==> config.mk <==
export PLATFORM = sky130hd
export DESIGN_NAME = jt7759_prefetch
export DESIGN_NICKNAME = d
export VERILOG_FILES = /design/src/rtl/jt7759_prefetch_pkg.sv /design/src/rtl/jt7759_prefetch_mem.sv /design/src/rtl/jt7759_prefetch.sv
export SDC_FILE = /design/constraint.sdc
export NUM_CORES = 1
export LEC_CHECK = 0
export CORE_MARGIN = 2
export CORE_UTILIZATION = 35
export DETAILED_ROUTE_END_ITERATION = 10
export HOLD_SLACK_MARGIN = 0.02
export PLACE_DENSITY = 0.55
export SKIP_LAST_GASP = 1
export SYNTH_ARGS = -nofsm -noshare
export SYNTH_HDL_FRONTEND = slang
export SYNTH_SLANG_ARGS = --single-unit
==> constraint.sdc <==
create_clock -name clk_i -period 4.61 [get_ports clk_i]
set_input_delay 0.922 -clock clk_i [delete_from_list [all_inputs] [get_ports clk_i]]
set_output_delay 0.922 -clock clk_i [all_outputs]
set_load 0.02 [all_outputs]
==> src/rtl/jt7759_prefetch_pkg.sv <==
// =============================================================================
// jt7759_prefetch_pkg
// Shared definitions for the uPD7759 sample prefetch buffer: the fill FSM
// state encoding and small elaboration-time helpers for sizing and the
// FIFO depth sanity check.
// Revision: 1.0
// =============================================================================
`default_nettype none

package jt7759_prefetch_pkg;

   // Fill FSM states: idle, request issued, waiting for a beat, DRQ gap.
   typedef enum logic [1:0] {
      ST_IDLE = 2'd0,
      ST_REQ  = 2'd1,
      ST_WAIT = 2'd2,
      ST_GAP  = 2'd3
   } fill_st_e;

   // Width of a down-counter that must hold max_val (at least one bit).
   function automatic int cnt_width(input int max_val);
      return (max_val < 2) ? 1 : $clog2(max_val + 1);
   endfunction

   // FIFO depth must be a power of two between 2 and 16.
   function automatic bit depth_ok(input int d);
      return (d >= 2) && (d <= 16) && ((d & (d - 1)) == 0);
   endfunction

endpackage

`default_nettype wire

==> src/rtl/jt7759_prefetch_mem.sv <==
// =============================================================================
// jt7759_prefetch_mem
// DEPTH x DW register-file FIFO with write pointer, read pointer and fill
// level. A push while full is dropped; a pop while empty is ignored. A clear
// empties the FIFO and takes priority over any simultaneous push or pop.
// Ports:
//   clk_i    system clock
//   rst_i    synchronous active-high reset
//   clr_i    synchronous clear (pointers and level to zero)
//   push_i   write data_i at the tail
//   data_i   byte to push
//   pop_i    advance the head
//   head_o   current head entry (valid when not empty)
//   level_o  occupancy 0..DEPTH
//   full_o   level == DEPTH
//   empty_o  level == 0
// Revision: 1.0
// =============================================================================
`default_nettype none

module jt7759_prefetch_mem
   import jt7759_prefetch_pkg::*;
#(
   parameter int DW    = 8,
   parameter int DEPTH = 4
) (
   input  logic                   clk_i,
   input  logic                   rst_i,
   input  logic                   clr_i,
   input  logic                   push_i,
   input  logic [DW-1:0]          data_i,
   input  logic                   pop_i,
   output logic [DW-1:0]          head_o,
   output logic [$clog2(DEPTH):0] level_o,
   output logic                   full_o,
   output logic                   empty_o
);

   localparam int PW = $clog2(DEPTH);
   localparam int LW = PW + 1;
   localparam logic [LW-1:0] FULL_L = LW'(DEPTH);

   logic [DW-1:0] mem_q [DEPTH];
   logic [PW-1:0] wr_ptr_q;
   logic [PW-1:0] rd_ptr_q;
   logic [LW-1:0] level_q;
   logic          push_ok;
   logic          pop_ok;

   assign full_o  = (level_q == FULL_L);
   assign empty_o = (level_q == '0);
   assign push_ok = push_i & ~full_o & ~clr_i;
   assign pop_ok  = pop_i & ~empty_o & ~clr_i;
   assign head_o  = mem_q[rd_ptr_q];
   assign level_o = level_q;

   // Pointers wrap naturally because DEPTH is a power of two.
   always_ff @(posedge clk_i) begin
      if (rst_i || clr_i) begin
         wr_ptr_q <= '0;
         rd_ptr_q <= '0;
         level_q  <= '0;
      end else begin
         if (push_ok) wr_ptr_q <= wr_ptr_q + PW'(1);
         if (pop_ok)  rd_ptr_q <= rd_ptr_q + PW'(1);
         case ({push_ok, pop_ok})
            2'b10:   level_q <= level_q + LW'(1);
            2'b01:   level_q <= level_q - LW'(1);
            default: level_q <= level_q;
         endcase
      end
   end

   // Storage carries no reset; only entries below the level are ever read.
   always_ff @(posedge clk_i) begin
      if (push_ok) mem_q[wr_ptr_q] <= data_i;
   end

endmodule

`default_nettype wire

==> src/rtl/jt7759_prefetch.sv <==
// =============================================================================
// jt7759_prefetch
// Sample-data prefetch buffer between the uPD7759 control FSM and the data
// source. Master mode (mdn_i=1) fetches from ROM at an auto-incrementing
// address; slave mode (mdn_i=0) captures host writes paced by drqn_o.
// Ports:
//   clk_i, rst_i        clock, synchronous active-high reset
//   cen_ctl_i           control clock enable, paces the DRQ gap counter
//   mdn_i               1 = master/ROM, 0 = slave/host
//   ctrl_flush_i        empty FIFO, load ROM address from ctrl_addr_i
//   ctrl_cs_i           read request, rising edge = one pop
//   ctrl_busyn_i        1 = decoder idle, FIFO held empty
//   ctrl_addr_i         flush target address
//   ctrl_din_o          popped byte, ctrl_ok_o marks it valid
//   rom_cs_o/rom_addr_o ROM read strobe and address
//   rom_data_i/rom_ok_i ROM data and valid
//   cs_i/wrn_i/din_i    host write port
//   drqn_o              data request, active low
//   level_o             FIFO occupancy 0..DEPTH
// Revision: 1.0
// =============================================================================
`default_nettype none

module jt7759_prefetch
   import jt7759_prefetch_pkg::*;
#(
   parameter int DW      = 8,
   parameter int AW      = 17,
   parameter int DEPTH   = 4,
   parameter int GAP     = 31,
   parameter int LOWATER = DEPTH - 1
) (
   input  logic                   clk_i,
   input  logic                   rst_i,
   input  logic                   cen_ctl_i,
   input  logic                   mdn_i,
   input  logic                   ctrl_flush_i,
   input  logic                   ctrl_cs_i,
   input  logic                   ctrl_busyn_i,
   input  logic [AW-1:0]          ctrl_addr_i,
   output logic [DW-1:0]          ctrl_din_o,
   output logic                   ctrl_ok_o,
   output logic                   rom_cs_o,
   output logic [AW-1:0]          rom_addr_o,
   input  logic [DW-1:0]          rom_data_i,
   input  logic                   rom_ok_i,
   input  logic                   cs_i,
   input  logic                   wrn_i,
   input  logic [DW-1:0]          din_i,
   output logic                   drqn_o,
   output logic [$clog2(DEPTH):0] level_o
);

   localparam int LW = $clog2(DEPTH) + 1;
   localparam int GW = cnt_width(GAP);
   localparam logic [LW-1:0] LOWATER_L = LW'(LOWATER);
   localparam logic [GW-1:0] GAP_L     = GW'(GAP);

   if (!depth_ok(DEPTH)) begin : g_bad_depth
      $error("jt7759_prefetch: DEPTH must be a power of two in 2..16");
   end

   fill_st_e      state_q;
   logic [GW-1:0] gap_q;
   logic [AW-1:0] addr_q;
   logic          drqn_q;
   logic          drqn_prev_q;
   logic          mdn_q;
   logic          cs_prev_q;
   logic          pend_q;
   logic          ok_q;
   logic [DW-1:0] din_q;

   logic [DW-1:0] head;
   logic          full;
   logic          empty;
   logic          clear;
   logic          abort;
   logic          good_beat;
   logic          push;
   logic          pend_now;
   logic          pop;
   logic [DW-1:0] wdata;

   assign clear = ctrl_flush_i | ctrl_busyn_i;

   // A mode change while a request is outstanding abandons that request.
   assign abort = (mdn_i != mdn_q) && ((state_q == ST_REQ) || (state_q == ST_WAIT));

   // In master mode rom_ok only counts once drqn has been low for a full
   // cycle, so a valid left over from an earlier access is not taken.
   assign good_beat = (state_q == ST_WAIT) &&
                      (mdn_i ? (rom_ok_i & ~drqn_prev_q) : (cs_i & ~wrn_i));
   assign push  = good_beat & ~abort & ~clear;
   assign wdata = mdn_i ? rom_data_i : din_i;

   // The edge that raises ctrl_cs already counts as pending, giving a
   // one-clock pop when data is present.
   assign pend_now = pend_q | (ctrl_cs_i & ~cs_prev_q);
   assign pop      = ctrl_cs_i & pend_now & ~empty & ~clear;

   jt7759_prefetch_mem #(
      .DW    (DW),
      .DEPTH (DEPTH)
   ) u_mem (
      .clk_i   (clk_i),
      .rst_i   (rst_i),
      .clr_i   (clear),
      .push_i  (push),
      .data_i  (wdata),
      .pop_i   (pop),
      .head_o  (head),
      .level_o (level_o),
      .full_o  (full),
      .empty_o (empty)
   );

   always_ff @(posedge clk_i) begin
      if (rst_i) begin
         state_q     <= ST_IDLE;
         gap_q       <= '0;
         addr_q      <= '0;
         drqn_q      <= 1'b1;
         drqn_prev_q <= 1'b1;
         mdn_q       <= 1'b0;
         cs_prev_q   <= 1'b0;
         pend_q      <= 1'b0;
         ok_q        <= 1'b0;
         din_q       <= '0;
      end else begin
         drqn_prev_q <= drqn_q;
         mdn_q       <= mdn_i;
         cs_prev_q   <= ctrl_cs_i;

         // Pop handshake
         if (!ctrl_cs_i) begin
            pend_q <= 1'b0;
            ok_q   <= 1'b0;
         end else if (pop) begin
            din_q  <= head;
            ok_q   <= 1'b1;
            pend_q <= 1'b0;
         end else begin
            pend_q <= pend_now;
         end

         // Fill FSM
         if (clear) begin
            state_q <= ST_IDLE;
            drqn_q  <= 1'b1;
            gap_q   <= '0;
            if (ctrl_flush_i) addr_q <= ctrl_addr_i;
         end else if (abort) begin
            state_q <= ST_IDLE;
            drqn_q  <= 1'b1;
         end else begin
            case (state_q)
               ST_IDLE: begin
                  if ((level_o <= LOWATER_L) && !full && (gap_q == '0)) begin
                     state_q <= ST_REQ;
                     drqn_q  <= 1'b0;
                  end
               end
               ST_REQ: state_q <= ST_WAIT;
               ST_WAIT: begin
                  if (good_beat) begin
                     state_q <= ST_GAP;
                     drqn_q  <= 1'b1;
                     gap_q   <= GAP_L;
                     if (mdn_i) addr_q <= addr_q + AW'(1);
                  end
               end
               ST_GAP: begin
                  if (gap_q == '0)    state_q <= ST_IDLE;
                  else if (cen_ctl_i) gap_q   <= gap_q - GW'(1);
               end
               default: state_q <= ST_IDLE;
            endcase
         end
      end
   end

   assign drqn_o     = drqn_q;
   assign rom_cs_o   = mdn_i & ~drqn_q;
   assign rom_addr_o = addr_q;
   assign ctrl_ok_o  = ok_q;
   assign ctrl_din_o = din_q;

endmodule

`default_nettype wire

==> reports/results.txt <==
Crit. End Element = flip-flop
CP max-delay cell = clkdlybuf4s50_1
most frequent CP cell = inv_1
DRC viols = 0
WL final = 8.246 mm
Mapped Cells = 331
Vias per Instance = 4.993
DR WL/cell = 15.07 µm
Switching Fraction = 22.99%
EDFF count, synth = 32
ys async rst share = 0%
Detailed Route Iter0 Violations = 79
all-layer global routing usage = 15.37%
setup_tns = 0 ps
final max-slew violation count = 0
RSZ-0062 raised after global routing = false
drt first pass iters = 4
Synth Warn # = 0
area grow syn2layout = 29.94%
starting density of the core = 35.58%
synth cell count leaders = dfxtp_1 (45), nor2_1 (40), edfxtp_1 (32), nand2_1 (21), a21oi_1 (16)
Die Area = 11,180 µm²
post-synthesis register bit count = 77
fmax = 297.5 MHz
Post-DP HPWL = 6.040 mm
gr ovfl total = 0
first-pass GRT wire length = 13.52 mm
Crit path max-delay family = simple AND/OR/NAND/NOR gates
synth top area cells = edfxtp_1 (27%), dfxtp_1 (25%), mux4_2 (5.0%), nor2_1 (4.1%), ha_1 (3.8%)
P per Cell Area = 303.8 nW/µm²
Crit Path Class = input pin to flip-flop
Crit path largest cell delay = 450 ps
post-CTS resize count = 0
I/O pin count = 74
VDD IR max = 174.3 µV
CP Data Required Time = 4870 ps
CP arrival = 3620 ps
Clk Tree Root Cell = clkbuf_8
post-detailed-route count of antenna-violating nets = 0
max cap viols = 0
via count = 2,731
Die W = 105.8 µm
clock tree buffer depth = 2
post-layout min period = 3362 ps
Mapped Area = 3623 µm²
crit share post-route = 72.93%
layout cell share with drive strength beyond 1 = 10.46%
core area = 10,180 µm²
FILL cells = 951
clock sinks = 77
power share of the clock group = 38.9%
final setup violation count = 0
vias in the first global route = 2,723
Psw = 0.3288 mW
Tightest Hold Check Type = flip-flop to flip-flop
Clk pin slew, worst setup/hold paths = 80 ps
Hold Violations, Final = 0
CP bufs+invs = 4
static leakage = 1.589 nW
Combinational Power Share = 9.6%
CTS Buf Count = 9
CP startpoint kind = input pin
outcome = completed
sequential share of the synthesized area = 51.38%
top cell type's share of synthesized area = 26.52%
H-tree depth = 3
cell breakdown of the critical path = clkdlybuf4s50_1 -> buf_4 -> or2_2 -> a31oi_1 -> and4_1 -> inv_1 -> ha_1 -> inv_1 -> fa_1 -> xor2_1 -> or3_1 -> a21oi_1
sequential fraction of design power = 51.5%
post-CTS setup buffers = 0
# rows = 37
Design Area, Final = 4708 µm²
relative slew slack = 58.05%
Syn Nets = 386
Synth area leader = edfxtp_1
dominant cell by count in the synthesized netlist = dfxtp_1
# port buffers = 73
Yosys cell types = 54
syn_area_per_cell = 10.95 µm²
Placed Area = 4492 µm²
P_int = 1.101 mW
Final nets = 461
# hold bufs at CTS = 0
clk_skew = 12.98 ps
pin count of the biggest net entering global routing = 29
worst-margin pin slew = 628.4 ps
worst-path maximum fanout = 20
Diodes inserted = 0
clk_lat worst skew = 340 ps
Most used DFF post-synth = dfxtp_1
Die Y = 105.8 µm
initial antenna violation count = 0
CTS tree = built
RePlAce Congestion = 0.8158
-- per-layer routing --
layer	vias up	track usage, %	wire length, µm
li1	1366	-	-
met5	-	0	0
met2	56	23.69	3685
met4	0	6.203	111
met1	1302	21.41	4136
met3	7	2.721	312
-- registers in the layout, indices dropped and copies added, names as in the netlist, 2 cells and up --
| register | flops |
|---|---|
| u_mem.mem_q | 32 |
| rom_addr_o | 17 |
| ctrl_din_o | 8 |
| gap_q | 5 |
| u_mem.level_o | 3 |
| state_q | 2 |
| u_mem.rd_ptr_q | 2 |
| u_mem.wr_ptr_q | 2 |
-- cell families after synthesis --
family / after synthesis / share of synthesized area (%)
and+or+nand+nor: 115 / 16.40
DFF: 77 / 51.38
AOI/OAI and AO/OA: 63 / 11.71
buffers and inverters: 27 / 3.280
muxes: 26 / 10.22
adders and majority gates: 12 / 4.351
xor gates and xnor gates: 11 / 2.659
-- power groups by stage --
stage | clock network (mW) | registers, mW | logic, mW
final | 0.556 | 0.737 | 0.137
after global routing | 0.596 | 0.738 | 0.149
after CTS | 0.571 | 0.736 | 0.138
after detailed placement | 0 | 0.752 | 0.138
after global placement | 0 | 0.752 | 0.137
after floorplan | 0 | 0.760 | 0.0544
-- stage by stage --
step | util (%) | std cells | hold WS [ps] | power [mW] | worst slack, ps
finish | 46.23 | 547 | 471.5 | 1.430 | 1248
global route | 46.23 | 547 | 498.0 | 1.483 | 1075
CTS | 46.23 | 547 | 480.6 | 1.446 | 1259
detailed placement | 44.10 | 531 | 462.4 | 0.8899 | 925.2
global placement | 44.10 | 531 | 454.1 | 0.8894 | 970.7
floorplan | - | 331 | 460.1 | 0.8144 | 1460
-- final timing paths --
kind | cells after the start | from | end | slack, ps
setup reg to reg | 11 | state_q[0] | u_mem.level_o[2] | 1990
hold reg to reg | 1 | ctrl_ok_o | ctrl_ok_o | 470
setup / recovery | 12 | ctrl_flush_i | u_mem.level_o[2] | 1250
hold / removal | 1 | ctrl_ok_o | ctrl_ok_o | 470
-- cells in the final DEF, fill, tap and decap left out, types with 8 or more instances in the layout --
cell | synthesis | routed
clkdlybuf4s50_1 | 0 | 73
dfxtp_1 | 45 | 45
nor2_1 | 40 | 40
edfxtp_1 | 32 | 32
nand2_1 | 21 | 21
a21oi_1 | 16 | 16
inv_1 | 13 | 13
ha_1 | 11 | 11
o21ai_0 | 10 | 10
mux2i_1 | 10 | 10
nand4_1 | 9 | 9
clkbuf_8 | 0 | 9
mux2_2 | 8 | 8
mux4_2 | 8 | 8
-- layout make-up --
class,instances,area (µm²),area share (%)
Sequential cell,77,1862,39.54
Tap cell,136,170.2,3.614
Multi-Input combinational cell,227,1643,34.89
Timing Repair Buffer,78,768.2,16.32
Inverter,13,48.80,1.036
Clock inverter,6,88.84,1.887
Clock buffer,10,127.6,2.711
Power figures use the tool's default switching activity.
